File: src/rtl/nabp_fir_filter.sv
// Direct-form FIR stage for the projection lane: loadable signed taps, fixed
// three-stage pipeline, round-half-up and saturation to the filtered width, and a bypass path.
module nabp_fir_filter #(
  parameter int pDataLength         = 12,
  parameter int pFilteredDataLength = 16,
  parameter int pNumTaps            = 8,
  parameter int pTapPtrLength       = 3,
  parameter int pCoeffLength        = 12,
  parameter int pCoeffFrac          = 8
) (
  input  logic                           clk,
  input  logic                           reset_n,
  input  logic                           enable,
  input  logic                           bypass,
  input  logic [pDataLength-1:0]         val_in,
  input  logic                           coeff_wr_en,
  input  logic [pTapPtrLength-1:0]       coeff_wr_addr,
  input  logic [pCoeffLength-1:0]        coeff_wr_data,
  output logic [pFilteredDataLength-1:0] val_out,
  output logic                           sat
);

  localparam int CENTRE = (pNumTaps - 1) / 2;
  localparam int PW     = pDataLength + pCoeffLength;
  localparam int AW     = PW + $clog2(pNumTaps);
  localparam int OW     = pFilteredDataLength;

  localparam logic signed [pCoeffLength-1:0] COEFF_ONE  = pCoeffLength'(1 << pCoeffFrac);
  localparam logic signed [AW-1:0]           ROUND_HALF = AW'(1) << (pCoeffFrac - 1);
  localparam logic signed [OW-1:0]           OUT_MAX    = {1'b0, {(OW-1){1'b1}}};
  localparam logic signed [OW-1:0]           OUT_MIN    = {1'b1, {(OW-1){1'b0}}};

  logic signed [pDataLength-1:0]  x     [pNumTaps];
  logic signed [pCoeffLength-1:0] coeff [pNumTaps];
  logic signed [PW-1:0]           prod  [pNumTaps];
  logic signed [pDataLength-1:0]  byp_q;

  logic signed [AW-1:0] acc;
  logic signed [AW-1:0] rounded;
  logic signed [OW-1:0] filt;
  logic                 filt_sat;

  // NOTE: the coefficient bank is built from flops rather than a RAM precisely so
  // that reset can restore the centre-only (pass-through) response in one step.
  always_ff @(posedge clk or negedge reset_n) begin
    if (!reset_n) begin
      for (int k = 0; k < pNumTaps; k++) begin
        coeff[k] <= (k == CENTRE) ? COEFF_ONE : '0;
      end
    end else if (coeff_wr_en) begin
      // Addresses beyond the last tap match no k and are dropped.
      for (int k = 0; k < pNumTaps; k++) begin
        if (int'(coeff_wr_addr) == k) begin
          coeff[k] <= coeff_wr_data;
        end
      end
    end
  end

  // NOTE: non-blocking updates mean a coefficient written on the same edge as an
  // enabled multiply is not yet visible to it; the product uses the old value.
  always_ff @(posedge clk or negedge reset_n) begin
    if (!reset_n) begin
      for (int k = 0; k < pNumTaps; k++) begin
        x[k]    <= '0;
        prod[k] <= '0;
      end
      byp_q <= '0;
    end else if (enable) begin
      x[0] <= val_in;
      for (int k = 1; k < pNumTaps; k++) begin
        x[k] <= x[k-1];
      end
      for (int k = 0; k < pNumTaps; k++) begin
        prod[k] <= PW'(x[k]) * PW'(coeff[k]);
      end
      byp_q <= x[CENTRE];
    end
  end

  // NOTE: every variable is given a default at the top so no path leaves one
  // unassigned, which would otherwise infer a latch.
  always_comb begin
    acc = '0;
    for (int k = 0; k < pNumTaps; k++) begin
      acc = acc + AW'(prod[k]);
    end
    rounded  = (acc + ROUND_HALF) >>> pCoeffFrac;
    filt     = rounded[OW-1:0];
    filt_sat = 1'b0;
    // Out of range exactly when the truncated value no longer sign-extends back.
    if (AW'(filt) != rounded) begin
      filt_sat = 1'b1;
      filt     = rounded[AW-1] ? OUT_MIN : OUT_MAX;
    end
  end

  always_ff @(posedge clk or negedge reset_n) begin
    if (!reset_n) begin
      val_out <= '0;
      sat     <= 1'b0;
    end else if (enable) begin
      if (bypass) begin
        val_out <= OW'(byp_q);
        sat     <= 1'b0;
      end else begin
        val_out <= filt;
        sat     <= filt_sat;
      end
    end
  end

endmodule

File: config.mk
export PLATFORM = sky130hd
export DESIGN_NAME = nabp_fir_filter
export DESIGN_NICKNAME = d
export VERILOG_FILES = /design/src/rtl/nabp_fir_filter.sv
export SDC_FILE = /design/constraint.sdc
export NUM_CORES = 2
export LEC_CHECK = 0
export CORE_ASPECT_RATIO = 1.75
export CORE_UTILIZATION = 30
export CTS_CLUSTER_DIAMETER = 30
export DETAILED_ROUTE_END_ITERATION = 8
export GPL_TIMING_DRIVEN = 0
export PLACE_DENSITY = 0.52
export SYNTH_ARGS = -nofsm -noshare
export SYNTH_HDL_FRONTEND = slang
export SYNTH_SLANG_ARGS = --single-unit
File: constraint.sdc
create_clock -name clk -period 9.5 [get_ports clk]
set_input_delay 1.9 -clock clk [delete_from_list [all_inputs] [get_ports clk]]
set_output_delay 1.9 -clock clk [all_outputs]
set_load 0.01 [all_outputs]
==> reports/metrics.cfg <==
[status]
status = finished clean

[routing]
routed_wl_per_cell_um = 20.6
detailroute.via_count = 43800
drt_iter0_markers = 2222
drc_errors = 0
detail_route.wirelength_mm = 196
drt_antenna_net_count = 0
drt-vias-per-instance = 4.62
firstDrtPassIters = 5

[synthesis]
compound_gate_fraction_of_synth_area = 0.0475
yosys_most_used_dff = dfrtp_1
synth.lib_cells_used.distinct = 76
synth-warning-count = 0
synth_area_per_cell_sq_um = 9.69
synth_top_family_by_area = adder cells
synth_top_area_share = 0.397
seq_area_frac_synth = 0.159
synth_simple_gate_area_frac = 0.120
postSynthRegisterBits = 401
post_synth_fa_ha_maj_area_fraction = 0.488
syn_nets = 8237
synthXorXnorAreaFrac = 0.0263
synth.area.top_cells = fa_1 40%, dfrtp_1 16%, inv_1 9.8%
synth.largest_area_cell = fa_1
synth-edff-count = 0
synthCells = 6500
post_synth_instance_area_sq_um = 63000
synth_async_sr_flop_share = 1.00
post_synth_mux_area_share = 0.0464

[die]
die_w_um = 348
rows = 222
core_area_sq_um = 209000
boundaryPins = 49
initial_utilization = 0.302
die-area_sq_um = 212000
die_h_um = 608

[critical_path]
cp_max_fo = 10
timing.critical_path.to = prod[95]
r2r_slack_ps = 2220
required_ps = 10000
crit-reg2reg-launch = byp_q[5]
critPathLaunchType = flip-flop
worst_path_cell_with_the_longest_stage_delay = dfrtp_1
worst_setup_path_startpoint = byp_q[5]
rr_worst_depth = 22
critPathMaxStageDelay_ps = 710
timing.critical_path.mode_cell = fa_1
critical_path.cell_chain = clkbuf_1 -> nand2_1 -> fa_1 -> inv_1 -> ha_1 -> inv_1 -> fa_1 -> fa_1 -> fa_1 -> inv_1 -> ha_1 -> nor2b_1 -> o21ai_0 -> a21boi_0 -> o21ai_0 -> a211oi_1 -> nor3_1 -> nor3_1 -> nor3_1 -> o41ai_1 -> xor2_1 -> o21ai_0
path_class = flip-flop to flip-flop
cp_data_arrival_time_ps = 7780
reg2reg_to = prod[95]
timing.critical_path.to_type = flip-flop

[clock_tree]
cts-root-to-sink-buffers = 3
cts_buffer_count = 75
holdBufCountCts = 0
cts.htree.levels = 3
post-cts-setup-buffer-count = 0
cts.reportedPaths.clkPinSlew_ps = 50
worstSkewPairLatency_ps = 680
ctsResizeCount = 0
cts.sink_count = 401
clockRootBuffer = clkbuf_16
tritoncts_clock_tree = done

[timing]
final_max_slew_viol_count = 0
min_period_over_period = 0.766
timing.fmax_mhz = 137
finalWorstPathRequiredPeriod_ps = 7280
worstMarginPinSlew_ps = 1400
timing_hold_violations_final = 0
rsz0062_at_grt = no
setup_violations = 0
final.setup_skew_ps = 35.7
hold_slack_ps = 493
maxSlewHeadroom = 0.0653

[place]
post-dp-hpwl_mm = 165
finalWeightedCongestion = 0.924
numPortBuffers = 48

[global_route]
overall_global_routing_resource_usage = 0.191
wire_length_of_the_first_global_routing_pass_mm = 299
antenna_violations_before_repair = 10
globalRoute.totalOverflow = 0
grt_start_max_net_pins = 114
grt_pass1_vias = 48900

[finish]
layout-drive-gt1-share = 0.0649
nFillCells = 21400
area_growth_syn_to_layout_pct = 10.7
fin_nets = 8365

[flow_run]
cap_violations = 0

[worst_hold_path]
min_path_type = flip-flop to flip-flop
holdCritStartpoint = prod[174]

[cell usage in the layout (no fill, tap or decap), types with 11 or more instances in the layout]
cell	instances
a211oi_1	12
a21o_1	36
a21oi_1	91
a31oi_1	20
and2_1	404
and3_1	15
clkbuf_1	238
clkbuf_16	77
clkdlybuf4s50_1	37
clkinv_4	11
dfrtp_1	400
fa_1	1249
ha_1	456
inv_1	1651
mux2_2	240
mux2i_1	22
nand2_1	795
nand2b_1	64
nand3_1	45
nand3b_1	12
nor2_1	111
nor2b_1	20
nor3_1	36
o211ai_1	13
o21a_1	12
o21ai_0	198
or3_1	30
xnor2_1	154
xor2_1	30
[worst max-delay path, delay by kind of cell, from the launching register on]
| kind | cells | cell delay (ps) |
|---|---|---|
| adder cells (fa/ha/maj) | 6 | 2620 |
| buffers and inverters | 4 | 710 |
| flip-flops | 1 | 710 |
| AND/OR/NAND/NOR | 5 | 980 |
| AO/OA/AOI/OAI | 6 | 1570 |
| XOR/XNOR | 1 | 530 |
[per-layer routing]
layer  global-route usage  vias up  wire length (um)
li1                     -    19600                 -
met1                0.199    22800             68100
met2                0.358      951            106000
met3               0.0183      440              6040
met4                0.128        4             15700
met5                    0        -                20
[synthesized netlist by cell type (20+ instances only)]
| cell | count |
|---|---|
| inv_1 | 1651 |
| fa_1 | 1249 |
| nand2_1 | 795 |
| ha_1 | 456 |
| and2_1 | 404 |
| dfrtp_1 | 400 |
| mux2_2 | 240 |
| clkbuf_1 | 239 |
| o21ai_0 | 198 |
| xnor2_1 | 154 |
| nor2_1 | 111 |
| a21oi_1 | 91 |
| nand2b_1 | 64 |
| nand3_1 | 45 |
| nor3_1 | 37 |
| a21o_1 | 36 |
| or3_1 | 30 |
| xor2_1 | 30 |
| mux2i_1 | 22 |
| a31oi_1 | 20 |
| nor2b_1 | 20 |
[cells by family (layout without fill, tap and decap cells)]
group           count (synthesis)  after routing
flops                         401            401
compound gates                481            481
xor+xnor                      186            186
mux                           262            262
simple gates                 1568           1568
fa+ha+maj                    1705           1705
buf+inv                      1897           2088
other cells                     0              2
[cell type report]
class | instances | area (sq um) | share of cell area
Clock inverter | 55 | 679 | 0.00975
Inverter | 1652 | 6200 | 0.0890
Buffer | 245 | 923 | 0.0133
Timing Repair Buffer | 51 | 518 | 0.00743
Clock buffer | 85 | 2020 | 0.0289
Multi-Input combinational cell | 4202 | 45800 | 0.657
Sequential cell | 401 | 10000 | 0.144
Antenna cell | 2 | 5.00 | 0.0000718
Tap cell | 2800 | 3500 | 0.0503
[state kept, by name, indices dropped and copies added, names as in the netlist]
register  count
prod        192
byp_q        12
sat           1
val_out      16
x            84
coeff        96
[per-stage QoR]
| step | instances | setup WS [ps] | cell area, sq um | TNS [ps] | util |
|---|---|---|---|---|---|
| floorplan | 6500 | 3980 | 63000 | 0 | - |
| global placement | 9348 | -12570 | 66900 | -4979880 | 0.321 |
| detailed placement | 9351 | 2220 | 67000 | 0 | 0.321 |
| CTS | 9491 | 2150 | 69700 | 0 | 0.334 |
| global route | 9491 | 1810 | 69700 | 0 | 0.334 |
| finish | 9493 | 2220 | 69700 | 0 | 0.334 |
[worst min-delay path by stage]
stage / end / slack (ps) / cells after the start
6_report: prod[174] / 490 / 2
5_1_grt: prod[141] / 520 / 1
4_1_cts: prod[174] / 490 / 2
3_5_place_dp: prod[67] / 480 / 2
3_3_place_gp: prod[174] / 480 / 2
2_1_floorplan: prod[18] / 450 / 2
Power is not shown: default switching activity piles up to over one toggle a cycle in this logic, so the estimate is an artifact.
